File: src/rtl/led_spi_pkg.sv
// -----------------------------------------------------------------------------
// led_spi_pkg
// Shared definitions for the SPI LED target:
//   WORD_W_DEF      - default bits per LED word (one bit per matrix LED)
//   SYNC_STAGES_DEF - default synchronizer depth on each SPI input
//   state_t         - target FSM encoding (IDLE = CS high, SHIFT = CS low)
//   SPI_CS/SCK/SI   - indices of the SPI inputs in the packed sync vectors
// -----------------------------------------------------------------------------
package led_spi_pkg;

    localparam int WORD_W_DEF      = 16;
    localparam int SYNC_STAGES_DEF = 2;

    // Index of each SPI input inside the packed synchronizer bundle.
    localparam int SPI_CS   = 0;
    localparam int SPI_SCK  = 1;
    localparam int SPI_SI   = 2;
    localparam int SPI_NSIG = 3;

    typedef enum logic {
        IDLE  = 1'b0,
        SHIFT = 1'b1
    } state_t;

endpackage

File: src/rtl/spi_sync_edge.sv
// -----------------------------------------------------------------------------
// spi_sync_edge
// Brings one asynchronous SPI pin into the clk domain through STAGES flops,
// then compares the synchronized level with a one-clk-delayed copy to flag
// edges.
// Ports:
//   clk   - system clock
//   rst_n - synchronous active-low reset, clears every flop to 0
//   din   - asynchronous input pin
//   level - synchronized level
//   rise  - one-clk pulse on a synchronized 0->1 transition
//   fall  - one-clk pulse on a synchronized 1->0 transition
// -----------------------------------------------------------------------------
module spi_sync_edge #(
    parameter int STAGES = 2
) (
    input  logic clk,
    input  logic rst_n,
    input  logic din,
    output logic level,
    output logic rise,
    output logic fall
);

    logic [STAGES-1:0] sync_reg;
    logic              prev_reg;

    always_ff @(posedge clk) begin
        if (!rst_n) begin
            sync_reg <= '0;
            prev_reg <= 1'b0;
        end else begin
            sync_reg[0] <= din;
            for (int i = 1; i < STAGES; i++) begin
                sync_reg[i] <= sync_reg[i-1];
            end
            prev_reg <= sync_reg[STAGES-1];
        end
    end

    assign level = sync_reg[STAGES-1];
    assign rise  =  sync_reg[STAGES-1] & ~prev_reg;
    assign fall  = ~sync_reg[STAGES-1] &  prev_reg;

endmodule

File: src/rtl/spi_led_target.sv
// -----------------------------------------------------------------------------
// spi_led_target
// SPI mode-0 target that receives LED words (MSB first) from the host and
// presents the last complete word to the LED matrix scanner. The SPI pins are
// oversampled in the clk domain; nothing is clocked by cfg_sck. While a frame
// is open the previous word is shifted back out on cfg_so.
// Ports:
//   clk        - system clock (48 MHz)
//   rst_n      - synchronous active-low reset
//   cfg_cs     - SPI chip select, active-low, asynchronous
//   cfg_sck    - SPI clock, CPOL=0 CPHA=0, asynchronous
//   cfg_si     - SPI MOSI, MSB first
//   cfg_so     - SPI MISO, MSB first, 0 when no frame is open
//   ledbits    - last completed word
//   word_valid - one-clk pulse when ledbits updates
//   frame_err  - one-clk pulse when CS rises with a partial word pending
//   busy       - high while a frame is open
// -----------------------------------------------------------------------------
module spi_led_target
    import led_spi_pkg::*;
#(
    parameter int WORD_W      = WORD_W_DEF,
    parameter int SYNC_STAGES = SYNC_STAGES_DEF
) (
    input  logic              clk,
    input  logic              rst_n,
    input  logic              cfg_cs,
    input  logic              cfg_sck,
    input  logic              cfg_si,
    output logic              cfg_so,
    output logic [WORD_W-1:0] ledbits,
    output logic              word_valid,
    output logic              frame_err,
    output logic              busy
);

    localparam int CNT_W = $clog2(WORD_W + 1);
    localparam logic [CNT_W-1:0] LAST_BIT = CNT_W'(WORD_W - 1);

    // ---------------------------------------------------------------------
    // Input synchronizers, one per SPI pin
    // ---------------------------------------------------------------------
    logic [SPI_NSIG-1:0] pin_raw;
    logic [SPI_NSIG-1:0] pin_level;
    logic [SPI_NSIG-1:0] pin_rise;
    logic [SPI_NSIG-1:0] pin_fall;

    assign pin_raw[SPI_CS]  = cfg_cs;
    assign pin_raw[SPI_SCK] = cfg_sck;
    assign pin_raw[SPI_SI]  = cfg_si;

    genvar gi;
    generate
        for (gi = 0; gi < SPI_NSIG; gi++) begin : g_sync
            spi_sync_edge #(
                .STAGES (SYNC_STAGES)
            ) u_sync (
                .clk   (clk),
                .rst_n (rst_n),
                .din   (pin_raw[gi]),
                .level (pin_level[gi]),
                .rise  (pin_rise[gi]),
                .fall  (pin_fall[gi])
            );
        end
    endgenerate

    logic cs_fall;
    logic cs_rise;
    logic sck_rise;
    logic sck_fall;
    logic si_level;

    assign cs_fall  = pin_fall[SPI_CS];
    assign cs_rise  = pin_rise[SPI_CS];
    assign sck_rise = pin_rise[SPI_SCK];
    assign sck_fall = pin_fall[SPI_SCK];
    assign si_level = pin_level[SPI_SI];

    // Only edges matter for CS/SCK and only the level for SI.
    logic unused_sync;
    assign unused_sync = ^{pin_level[SPI_CS], pin_level[SPI_SCK],
                           pin_rise[SPI_SI], pin_fall[SPI_SI]};

    // ---------------------------------------------------------------------
    // State
    // ---------------------------------------------------------------------
    state_t              state_reg,  state_next;
    logic [CNT_W-1:0]    cnt_reg,    cnt_next;
    logic [WORD_W-1:0]   rx_reg,     rx_next;
    logic [WORD_W-1:0]   shadow_reg, shadow_next;
    logic [WORD_W-1:0]   led_reg,    led_next;
    logic                wv_reg,     wv_next;
    logic                fe_reg,     fe_next;
    logic [WORD_W-1:0]   rx_shifted;

    always_ff @(posedge clk) begin
        if (!rst_n) begin
            state_reg  <= IDLE;
            cnt_reg    <= '0;
            rx_reg     <= '0;
            shadow_reg <= '0;
            led_reg    <= '0;
            wv_reg     <= 1'b0;
            fe_reg     <= 1'b0;
        end else begin
            state_reg  <= state_next;
            cnt_reg    <= cnt_next;
            rx_reg     <= rx_next;
            shadow_reg <= shadow_next;
            led_reg    <= led_next;
            wv_reg     <= wv_next;
            fe_reg     <= fe_next;
        end
    end

    always_comb begin
        state_next  = state_reg;
        cnt_next    = cnt_reg;
        rx_next     = rx_reg;
        shadow_next = shadow_reg;
        led_next    = led_reg;
        wv_next     = 1'b0;
        fe_next     = 1'b0;
        rx_shifted  = {rx_reg[WORD_W-2:0], si_level};

        case (state_reg)
            IDLE: begin
                // SCK activity and a stray CS rise are ignored here.
                if (cs_fall) begin
                    state_next  = SHIFT;
                    cnt_next    = '0;
                    rx_next     = '0;
                    shadow_next = led_reg;
                end
            end

            SHIFT: begin
                // CS edges take priority over any SCK edge in the same clk.
                if (cs_rise) begin
                    state_next = IDLE;
                    cnt_next   = '0;
                    if (cnt_reg != '0) begin
                        fe_next = 1'b1;
                    end
                end else if (sck_rise) begin
                    rx_next = rx_shifted;
                    if (cnt_reg == LAST_BIT) begin
                        led_next    = rx_shifted;
                        shadow_next = rx_shifted;
                        wv_next     = 1'b1;
                        cnt_next    = '0;
                    end else begin
                        cnt_next = cnt_reg + 1'b1;
                    end
                end else if (sck_fall && (cnt_reg != '0)) begin
                    // With SCK idling low, a fall at count 0 can only be the
                    // trailing edge of a just-completed word; the shadow was
                    // reloaded on that word's last rise and its MSB must stay
                    // on MISO for the host's next sample.
                    shadow_next = {shadow_reg[WORD_W-2:0], 1'b0};
                end
            end

            default: begin
                state_next = IDLE;
            end
        endcase
    end

    // ---------------------------------------------------------------------
    // Outputs
    // ---------------------------------------------------------------------
    assign ledbits    = led_reg;
    assign word_valid = wv_reg;
    assign frame_err  = fe_reg;
    assign busy       = (state_reg == SHIFT);
    assign cfg_so     = (state_reg == SHIFT) & shadow_reg[WORD_W-1];

endmodule

File: config.mk
export PLATFORM = sky130hd
export DESIGN_NAME = spi_led_target
export DESIGN_NICKNAME = d
export VERILOG_FILES = /design/src/rtl/led_spi_pkg.sv /design/src/rtl/spi_sync_edge.sv /design/src/rtl/spi_led_target.sv
export SDC_FILE = /design/constraint.sdc
export NUM_CORES = 1
export LEC_CHECK = 0
export CAP_MARGIN = 20
export CORE_AREA = 2 2 77 79
export CTS_CLUSTER_SIZE = 16
export DETAILED_ROUTE_END_ITERATION = 6
export DIE_AREA = 0 0 79 81
export PLACE_DENSITY_LB_ADDON = 0.08
export SYNTH_ARGS = -nofsm -noshare
export SYNTH_HDL_FRONTEND = slang
export SYNTH_SLANG_ARGS = --single-unit
File: constraint.sdc
create_clock -name clk -period 1.49 [get_ports clk]
set_input_delay 0.447 -clock clk [delete_from_list [all_inputs] [get_ports clk]]
set_output_delay 0.447 -clock clk [all_outputs]
set_load 0.1 [all_outputs]
After elaboration in Yosys (flattened, before gate mapping)
Cells that the tools add are included.
{ "classes": {"add_sub_neg": 1, "multipliers": 0, "div": 0, "n_lt_le_gt_ge": 0, "eq_ne": 7, "n_shift": 0, "mux": 20, "bitwise": 13, "reduce_logical": 8} }
{ "ops": {"columns": ["operator", "n"], "rows": [
  ["$mux W16", 5],
  ["$mux W15", 3],
  ["$pmux W16 S2", 1],
  ["$pmux W15 S2", 1],
  ["$mux W5", 4],
  ["$pmux W5 S2", 1],
  ["$not A1 Y1", 8],
  ["$reduce_and A4 Y1", 2],
  ["$reduce_and A3 Y1", 2],
  ["$add A5 B1 Y5 const B", 1],
  ["$and A1 B1 Y1", 5],
  ["$eq A5 B4 Y1 const B", 1],
  ["$reduce_bool A5 Y1", 1],
  ["$mux W1", 4],
  ["$ne A2 B2 Y1 const B", 2],
  ["$reduce_or A4 Y1", 1],
  ["$ne A3 B1 Y1 const B", 1],
  ["$ne A3 B2 Y1 const B", 1],
  ["$ne A3 B3 Y1 const B", 1],
  ["$ne A2 B1 Y1 const B", 1],
  ["$pmux W1 S2", 1],
  ["$reduce_and A2 Y1", 1],
  ["$logic_and A1 B1 Y1", 1]
]} }
{ "word_totals": {"regBits": 63, "latch_bits": 0, "ramBits": 0, "rom_bits": 0, "output_inout_bits": 20, "wordCells": 61, "mem_count": 0} }

Logic depth before layout (Yosys ltp)
Gate-level depths: netlist of run 1.
{ "depth": {"ltp_word": 7, "mapped_depth": 8, "ltp_nobuf": 7} }

Cells and area by module
Synthesis of run 1 repeated with hierarchy kept, for this count alone.
{ "unflattened": {"hier_cells": 317, "area_unflattened_um2": 2835.2} }
{ "modules_own_cells": {"columns": ["module", "instances", "cells_each", "area_per_inst_um2", "seq_area_each_um2"], "rows": [
  ["spi_led_target", 1, 293, 2561.2, 1101.1],
  ["spi_sync_edge", 3, 8, 91.3, 60.1]
]} }

Worst setup path before layout of run 1
Ideal clock, no wire load.
{ "synth_path": {"path_type": "register -> output", "from": "register state_reg, in the netlist busy", "to": "output cfg_so", "arrival_ns": 2.293, "required_time_ns": 1.043, "path_slack_ns": -1.250, "stages_incl_launch_ff": 4, "path_buffers": 2, "path_cell_list": "dfxtp_1 buf_4 clkbuf_1 and2_1"} }
{ "synth_via": {"elab_chain_len": 1} }
{ "synth_lines": {"columns": ["element", "line", "text"], "rows": [
  ["start, declared", "spi_led_target.sv:88", "state_t state_reg, state_next;"],
  ["start signal, assigned", "spi_led_target.sv:107", "state_reg <= state_next;"],
  ["$and A1 B1 Y1", "spi_led_target.sv:178", "assign cfg_so = (state_reg == SHIFT) & shadow_reg[WORD_W-1];"],
  ["end, declared", "spi_led_target.sv:30", "output logic cfg_so,"]
]} }
Every way passes these cells.

Worst setup path after layout of run 1
{ "layout_path": {"from": "register cnt_reg[1]", "to": "register shadow_reg[12]"} }
{ "layout_via": {"elab_chain_len": 4, "word_cells_on_any_way": 6, "cone_classes": "3 x eq/ne; 3 x reduce/logical"} }
{ "layout_lines": {"columns": ["element", "line", "text"], "rows": [
  ["start, declared", "spi_led_target.sv:89", "logic [CNT_W-1:0] cnt_reg, cnt_next;"],
  ["start signal, assigned", "spi_led_target.sv:108", "cnt_reg <= cnt_next;"],
  ["$reduce_bool A5 Y1", "spi_led_target.sv:156", "end else if (sck_fall && (cnt_reg != '0)) begin"],
  ["$logic_and A1 B1 Y1", "spi_led_target.sv:156", null],
  ["$ne A3 B1 Y1 (no source line)", null, null],
  ["$reduce_and A4 Y1 (no source line) *", null, null],
  ["end signal, assigned", "spi_led_target.sv:110", "shadow_reg <= shadow_next;"],
  ["end, declared", "spi_led_target.sv:91", "logic [WORD_W-1:0] shadow_reg, shadow_next;"]
]} }
Mark *: on every way between the ends. The rest lies on a longest branch, timed or not.
A chain may end at the register's enable or synchronous reset.

==> reports/metrics.cfg, run 1 <==
[run_status]
outcome = finished, violations left
violations = setup timing

[timing]
setup_viol = 32
max-slew-margin-rel_pct = 81.4
hold_viol_final = 0
fmax_mhz = 622
skew_ns = 0.0109
postLayoutSetupSlackWorst_ns = -0.117
tightestPinTransition_ns = 0.279
rsz0062_at_grt = yes
period_minus_slack_ns = 1.61
slew_viol_final = 0
period_share_pct = 108
totalNegativeSetupSlack_ns = -2.61

[global_route]
antenna_found_initial = 0
grt_first_pass_wirelength_um = 10100
grt_max_degree = 41
first_global_vias = 2108
track_usage_pct = 20.7
grt_overflow = 0

[placed_design]
dp_hpwl_um = 3750
gp_congestion = 0.791
port_buffers = 24
place_ws_ns = -0.120

[cells_and_area]
fillers = 498
diodes = 0
regArea_um2 = 1270
multiInputGateArea_um2 = 1450
layout_common_cells = dfxtp_1 (60), nand2_1 (54), buf_12 (24)
layout-drive-gt1-share_pct = 27.7
final_common_cell = dfxtp_1
syn_to_final_growth_pct = 38.1
nNetsFinal = 348

[power]
power_density_nw_per_um2 = 906
power_leakage_nw = 1.39
peakVddDrop_uv = 648

[clocking]
htree_levels = 3
cts_buffers = 9
clock-root-buffer = clkbuf_8
cts.sinks = 63
clk_transition_reported_paths_ns = 0.07
cts_tree = yes
clockBufferDepth = 2
insertion_delay_ns = 0.35
holdBufCountCts = 0

[floorplanning]
ios = 25
rows = 28
start_util_pct = 47.9
die_h_um = 81
dieArea_um2 = 6400
core-area_um2 = 5680
dieWidth_um = 79

[route]
drtPass1Iterations = 4
drc = 0
wl_um = 6220
antenna_left = 0
wire_per_inst_um = 14.8
drtIter0Drc = 132
vias_per_cell = 5.31
via_count = 2236

[critical_path]
worst-path-buf-inv = 1
max_stage_delay_ns = 0.38
crit_path_end_kind = flop
cp_slowest_cell = dfxtp_4
worst-path-max-fanout = 15
start_kind = flop
cp_cell_sequence = ha_4, nand3_4, o32a_4, o21ai_4, buf_12, o2111ai_1, o21ai_2
critical_path_required_ns = 1.77
cp.arrival_ns = 1.88
crit_family = compound AO/OA/AOI/OAI gates
crit_type = reg -> reg

[logic_synthesis]
postSynthAreaPerCell_um2 = 9.06
async_reset_ff_share_pct = 0
syn-num-nets = 307
yosysSeqAreaShare_pct = 46.4
synthFlopType = dfxtp_1
synth_edf_count = 0
synth_area_um2 = 2720
synthCells = 300
ys_types = 37
synth_warnings = 0
synth-seq-cells = 63

[min_path]
hp-class = in -> reg

[job]
cap_violations = 0

==> metrics by stage <==
stage | util (%) | total power, mW | area (µm²) | instances | hold slack (ns)
5_1_grt | 66.1 | 3.52 | 3750 | 421 | 0.416
6_report | 66.1 | 3.40 | 3750 | 421 | 0.420
2_1_floorplan | - | 1.86 | 2820 | 300 | 0.412
4_1_cts | 65.0 | 3.43 | 3690 | 418 | 0.404
3_3_place_gp | 59.4 | 1.90 | 3370 | 394 | 0.420
3_5_place_dp | 59.4 | 1.90 | 3370 | 394 | 0.422
==> logic make-up after synthesis <==
family | after synthesis | synth area share [%]
buf+inv | 27 | 4.97
mux | 15 | 5.52
flops | 63 | 46.4
fa+ha+maj | 2 | 0.920
xor+xnor | 2 | 0.644
compound gates | 76 | 20.3
simple gates | 115 | 21.3
==> repair_timing <==
item,in CTS,in global routing
cloned,1,1
resized for setup,7,22
pin swaps,1,5
endpoints found under the setup margin,33,44
setup buffers,7,3
==> area by class of cell <==
type,instances,area share [%]
multi-input combinational,210,38.5
sequential,63,33.9
timing repair buffer,53,19.2
clock buffer,10,3.67
tap,75,2.50
clock inverter,6,1.80
inverter,4,0.400
==> where the power goes <==
part	internal (mW)	leakage, nW	switching [mW]	total [mW]
combinational	0.0780	0.779	0.0973	0.175
sequential	1.69	0.511	0.00842	1.70
clock	0.824	0.0955	0.701	1.52
total	2.59	1.39	0.807	3.40
==> worst paths after layout <==
kind / cells after the start / to / start / slack (ns)
min reg2reg: 1 / g_sync[1].u_sync.sync_reg[1]$_SDFF_PN0_ / g_sync[1].u_sync.sync_reg[0]$_SDFF_PN0_ / 0.44
max reg2reg: 7 / shadow_reg[12]$_SDFFE_PN0P_ / cnt_reg[1]$_SDFFE_PN0P_ / -0.12
max: 7 / shadow_reg[12]$_SDFFE_PN0P_ / cnt_reg[1]$_SDFFE_PN0P_ / -0.12
min: 2 / g_sync[0].u_sync.prev_reg$_SDFF_PN0_ / rst_n / 0.42
==> Yosys cell counts, types with 2 or more instances <==
cell type / count / share of area, %
nand2_1: 55 / 7.6
o21ai_0: 2 / 0.37
clkbuf_1: 10 / 1.4
xnor2_1: 2 / 0.64
o21ai_1: 16 / 2.9
nor2_2: 2 / 0.46
and2_1: 9 / 2.1
o2111ai_1: 15 / 4.8
a22oi_1: 14 / 3.9
ha_1: 2 / 0.92
nand3_1: 19 / 3.5
buf_2: 9 / 1.7
nor2b_1: 15 / 3.5
dfxtp_1: 63 / 46
inv_1: 3 / 0.41
nor2_1: 3 / 0.41
nor4b_1: 2 / 0.64
nand2b_1: 4 / 0.92
buf_6: 2 / 0.83
a21oi_1: 3 / 0.55
buf_4: 2 / 0.55
a21boi_0: 19 / 5.2
mux2i_1: 15 / 5.5
==> layer usage <==
layer	GRT usage, %	vias to the layer above	wire length [µm]
li1	-	1140	-
met1	27.3	1064	2980
met2	32.5	25	3000
met3	6.11	7	181
met4	6.72	0	55
met5	0	-	0
No activity file was read; power rests on OpenSTA's default activity.
==> inputs of run 2 (changes only) <==
Settings changed: CELL_PAD_IN_SITES_DETAIL_PLACEMENT set to 0, CELL_PAD_IN_SITES_GLOBAL_PLACEMENT set to 2, CORE_AREA 2 2 77 79 to 2 2 96 98, DIE_AREA 0 0 79 81 to 0 0 98 100.
==> reports/metrics.cfg, run 2 (same netlist as run 1, synthesis figures left out) <==
[cells_and_area]
final_cells = 462  ; +9.7%
diodes = 0  ; unchanged
final_common_cell = dfxtp_1
layout-drive-gt1-share_pct = 27.9  ; +0.17 points
postLayoutCellArea_um2 = 3880  ; +3.3%
nNetsFinal = 353  ; +1.4%
syn_to_final_growth_pct = 42.7
fillers = 866  ; +74%
layout_common_cells = dfxtp_1 (60), nand2_1 (54), buf_12 (25)

[timing]
hold_viol_final = 0  ; unchanged
fmax_mhz = 631  ; +1.4%
rsz0062_at_grt = yes
period_share_pct = 106  ; -1.5 points
skew_ns = 0.00909  ; -0.00180 ns
period_minus_slack_ns = 1.58  ; -0.0223 ns
slew_viol_final = 0  ; unchanged
totalNegativeSetupSlack_ns = -1.84  ; +0.765 ns
tightestPinTransition_ns = 0.337  ; +0.0580 ns
postLayoutSetupSlackWorst_ns = -0.0944  ; +0.0223 ns
setup_viol = 34  ; +6.3%
max-slew-margin-rel_pct = 77.5  ; -3.9 points

[placed_design]
dp_hpwl_um = 4440  ; +18%
dp.cells = 437  ; +11%
place_ws_ns = -0.0844  ; +0.0355 ns
gp_congestion = 0.700  ; -11%
place_area_um2 = 3480  ; +3.3%
port_buffers = 24  ; unchanged

[route]
drtPass1Iterations = 4  ; unchanged
via_count = 2277  ; +1.8%
drc = 0  ; unchanged
vias_per_cell = 4.93  ; -7.2%
drtIter0Drc = 123  ; -6.8%
wl_um = 7130  ; +15%
wire_per_inst_um = 15.4  ; +4.5%
antenna_left = 0  ; unchanged

[floorplanning]
dieArea_um2 = 9800  ; +53%
ios = 25  ; unchanged
die_h_um = 100  ; +23%
start_util_pct = 30.6  ; -17 points
dieWidth_um = 98  ; +24%
core-area_um2 = 8890  ; +57%
rows = 35  ; +25%

[clocking]
clk_transition_reported_paths_ns = 0.07  ; about the same
cts.sinks = 63  ; unchanged
clockBufferDepth = 2  ; unchanged
clock-root-buffer = clkbuf_8
insertion_delay_ns = 0.33  ; -0.02 ns
htree_levels = 3  ; unchanged
holdBufCountCts = 0  ; unchanged
cts_buffers = 9  ; unchanged
cts_tree = yes

[critical_path]
cp.arrival_ns = 1.81  ; -0.07 ns
r2r_cells = 8  ; +1
crit_path_end_kind = flop
rrSetupSlack_ns = -0.09  ; +0.02 ns
setup.worst_path.end = shadow_reg[0]$_SDFFE_PN0P_
worst-path-max-fanout = 3  ; -12
critPathLaunch = cnt_reg[1]$_SDFFE_PN0P_
timing.rr.start = cnt_reg[1]$_SDFFE_PN0P_
crit_type = reg -> reg
reg2reg_to = shadow_reg[0]$_SDFFE_PN0P_
start_kind = flop
critical_path_required_ns = 1.72  ; -0.05 ns

[global_route]
grt_first_pass_wirelength_um = 11400  ; +13%
track_usage_pct = 14.8  ; -5.9 points
antenna_found_initial = 0  ; unchanged
grt_max_degree = 36  ; -12%
grt_overflow = 0  ; unchanged
first_global_vias = 2127  ; +0.90%

[run_status]
violations = setup timing
outcome = finished, violations left

[power]
totalPowerFinal_mw = 3.50  ; +3.0%
peakVddDrop_uv = 472  ; -27%
power_leakage_nw = 1.43  ; +3.2%
power_density_nw_per_um2 = 903  ; -0.32%

[job]
cap_violations = 0  ; unchanged

[min_path]
hp-class = reg -> reg

run 2: cell types whose count changed in the layout (fill, tap and decap cells not counted), moves of 2 or more:
cell,delta
o21ai_2,-5
o21ai_1,+4
a21boi_0,-3
a21boi_1,+3
buf_4,+2
clkinvlp_4,-2
run 2: layout make-up:
cell class / count / area, µm² / share of cell area [%]
inverter: 4 / 15.0 / 0.387
tap: 111 / 139 / 3.58
clock inverter: 5 / 63.8 / 1.65
sequential: 63 / 1270 / 32.8
timing repair buffer: 58 / 793 / 20.5
clock buffer: 11 / 151 / 3.90
multi-input combinational: 210 / 1440 / 37.2
run 2: worst min path at each step:
stage / start / end / cells past startpoint / slack, ns
2_1_floorplan: g_sync[0].u_sync.sync_reg[0]$_SDFF_PN0_ / g_sync[0].u_sync.sync_reg[1]$_SDFF_PN0_ / 1 / 0.41
3_3_place_gp: g_sync[2].u_sync.sync_reg[0]$_SDFF_PN0_ / g_sync[2].u_sync.sync_reg[1]$_SDFF_PN0_ / 1 / 0.42
3_5_place_dp: g_sync[1].u_sync.sync_reg[0]$_SDFF_PN0_ / g_sync[1].u_sync.sync_reg[1]$_SDFF_PN0_ / 1 / 0.42
4_1_cts: g_sync[1].u_sync.sync_reg[0]$_SDFF_PN0_ / g_sync[1].u_sync.sync_reg[1]$_SDFF_PN0_ / 1 / 0.44
5_1_grt: g_sync[0].u_sync.sync_reg[0]$_SDFF_PN0_ / g_sync[0].u_sync.sync_reg[1]$_SDFF_PN0_ / 1 / 0.45
6_report: g_sync[1].u_sync.sync_reg[0]$_SDFF_PN0_ / g_sync[1].u_sync.sync_reg[1]$_SDFF_PN0_ / 1 / 0.44
run 2: power breakdown:
| part | switching [mW] | leakage (nW) | internal, mW |
|---|---|---|---|
| Sequential | 0.00838 | 0.511 | 1.69 |
| Clock | 0.739 | 0.107 | 0.880 |
| Combinational | 0.102 | 0.812 | 0.0824 |
run 2: through the flow:
step	util [%]	hold WS, ns
floorplan	-	0.412
CTS	42.3	0.441
global placement	39.2	0.417
global route	43.6	0.451
detailed placement	39.2	0.424
finish	43.6	0.437
run 2: repair_timing:
action                                  4_1_cts  5_1_grt
setup buffers                                 5        3
endpoints found under the setup margin       31       49
pin swaps                                     2        1
resized for setup                             3       26
cloned                                        0        1
run 2: worst max-delay path: stages (launching register included):
cell and delay, ns:
dfxtp_4 0.37, ha_4 0.15, nand3_4 0.08, o32a_4 0.34, buf_4 0.14, buf_6 0.11, nand3_2 0.06, o21ai_2 0.05
o21a_1 0.18
run 2: layer usage:
layer	share of wire [%]	wire length (µm)	up-vias	track usage (%)
li1	-	-	1155	-
met5	0	0	-	0
met2	47	3320	28	22.4
met3	2.2	156	7	3.20
met1	50	3570	1087	20.6
met4	1.2	89	0	5.66
==> inputs of run 3 (changes only) <==
==> constraint.sdc (replaced) <==
create_clock -name clk -period 1.49 [get_ports clk]
set_input_delay 0.149 -clock clk [delete_from_list [all_inputs] [get_ports clk]]
set_output_delay 0.149 -clock clk [all_outputs]
set_load 0.1 [all_outputs]
==> reports/metrics.cfg, run 3 (same netlist as run 1, synthesis figures left out) <==
[run_status]
outcome = finished, violations left
violations = setup timing

[timing]
setup_viol = 16  ; -53%
rsz0062_at_grt = yes
totalNegativeSetupSlack_ns = -1.48  ; +0.361 ns
skew_ns = 0.00573  ; -0.00336 ns
tightestPinTransition_ns = 0.412  ; +0.0751 ns
period_minus_slack_ns = 1.60  ; +0.0113 ns
slew_viol_final = 0  ; unchanged
hold_viol_final = 0  ; unchanged
postLayoutSetupSlackWorst_ns = -0.106  ; -0.0113 ns
max-slew-margin-rel_pct = 72.4  ; -5.1 points
period_share_pct = 107  ; +0.76 points
fmax_mhz = 627  ; -0.71%

[clocking]
holdBufCountCts = 0  ; unchanged
clockBufferDepth = 2  ; unchanged
insertion_delay_ns = 0.34  ; about the same
clock-root-buffer = clkbuf_8
cts.sinks = 63  ; unchanged
cts_buffers = 9  ; unchanged
cts_tree = yes
htree_levels = 3  ; unchanged
clk_transition_reported_paths_ns = 0.07  ; about the same

[job]
cap_violations = 0  ; unchanged

[floorplanning]
die_h_um = 100  ; unchanged
dieArea_um2 = 9800  ; unchanged
rows = 35  ; unchanged
core-area_um2 = 8890  ; unchanged
dieWidth_um = 98  ; unchanged
ios = 25  ; unchanged
start_util_pct = 30.6  ; unchanged

[critical_path]
cp_slowest_cell = dfxtp_4
crit_path_end_kind = flop
crit_family = compound AO/OA/AOI/OAI gates
crit_type = reg -> reg
cp.arrival_ns = 1.87  ; +0.06 ns
critical_path_required_ns = 1.77  ; +0.05 ns
start_kind = flop
max_stage_delay_ns = 0.37  ; about the same
cp_cell_sequence = ha_4, nand3_4, o32a_4, o21ai_4, buf_12, o2111ai_1, o21ai_2
worst-path-buf-inv = 1  ; -1
worst-path-max-fanout = 15  ; +12

[cells_and_area]
layout-drive-gt1-share_pct = 26.3  ; -1.6 points
syn_to_final_growth_pct = 42.9
nNetsFinal = 353  ; unchanged
diodes = 0  ; unchanged
final_cells = 461  ; -0.22%
final_common_cell = dfxtp_1
layout_common_cells = dfxtp_1 (59), nand2_1 (53), buf_12 (24)

[global_route]
track_usage_pct = 14.7  ; -0.11 points
grt_first_pass_wirelength_um = 11300  ; -0.96%
grt_overflow = 0  ; unchanged
grt_max_degree = 35  ; -2.8%
first_global_vias = 2150  ; +1.1%
antenna_found_initial = 0  ; unchanged

[route]
vias_per_cell = 4.95  ; +0.48%
antenna_left = 0  ; unchanged
drtPass1Iterations = 4  ; unchanged
wire_per_inst_um = 15.2  ; -1.7%
drc = 0  ; unchanged
wl_um = 6990  ; -1.9%
drtIter0Drc = 76  ; -38%
via_count = 2283  ; +0.26%

[placed_design]
dp_hpwl_um = 4260  ; -4.1%
dp.cells = 439  ; +0.46%
port_buffers = 24  ; unchanged
gp_congestion = 0.731  ; +4.4%

[power]
power_density_nw_per_um2 = 960  ; +6.4%
peakVddDrop_uv = 613  ; +30%
power_leakage_nw = 1.43  ; -0.32%

[min_path]
hp-class = in -> reg

[run 3: worst paths after layout]
| kind | cells after the start | end | slack [ns] | start |
|---|---|---|---|---|
| worst max-delay path | 7 | shadow_reg[5]$_SDFFE_PN0P_ | -0.11 | cnt_reg[1]$_SDFFE_PN0P_ |
| worst min-delay path | 4 | cnt_reg[1]$_SDFFE_PN0P_ | 0.27 | rst_n |
| worst max register to register | 7 | shadow_reg[5]$_SDFFE_PN0P_ | -0.11 | cnt_reg[1]$_SDFFE_PN0P_ |
| worst min register to register | 1 | g_sync[1].u_sync.sync_reg[1]$_SDFF_PN0_ | 0.44 | g_sync[1].u_sync.sync_reg[0]$_SDFF_PN0_ |
[run 3: per-layer routing]
layer / wire, µm / up-vias / global-route usage (%)
met1: 3470 / 1081 / 20.3
met3: 212 / 11 / 3.41
met2: 3200 / 33 / 22.5
li1: - / 1158 / -
met5: 0 / - / 0
met4: 102 / 0 / 5.13
[run 3: cell type report]
type / instances / area (µm²)
Clock buffer: 12 / 155
Clock inverter: 3 / 90.1
Fill cell: 883 / 5000
Inverter: 4 / 17.5
Multi-Input combinational cell: 210 / 1420
Sequential cell: 63 / 1270
Tap cell: 111 / 139
Timing Repair Buffer: 58 / 795
[run 3: metrics by stage]
stage                     worst slack, ns  utilization, %  power [mW]  instance area, µm²  hold WS [ns]
after floorplan                   -0.0771               -        1.85                2800         0.276
after global placement             -0.113            39.0        1.91                3470         0.422
after detailed placement           -0.143            39.0        1.91                3470         0.423
after CTS                          -0.122            42.9        3.80                3820         0.252
after global routing               -0.192            43.7        3.87                3880         0.288
final                              -0.106            43.7        3.73                3880         0.272
[run 3: timing repair]
action	in CTS	in global routing
hold endpoints to repair	0	0
pin swaps	0	3
resized for setup	11	10
setup buffers	3	2
gates cloned	1	2
endpoints found under the setup margin	33	34
[run 3: worst min-delay path, stage by stage]
cell and delay [ns]:
buf_2 0.11, buf_4 0.20, nand2_1 0.08, a21oi_1 0.03
[run 3: report_power, final]
| group | internal, mW | switching (mW) | leakage (nW) |
|---|---|---|---|
| logic | 0.0797 | 0.101 | 0.791 |
| clock network | 1.20 | 0.654 | 0.123 |
| registers | 1.69 | 0.00844 | 0.512 |
| total | 2.97 | 0.764 | 1.43 |
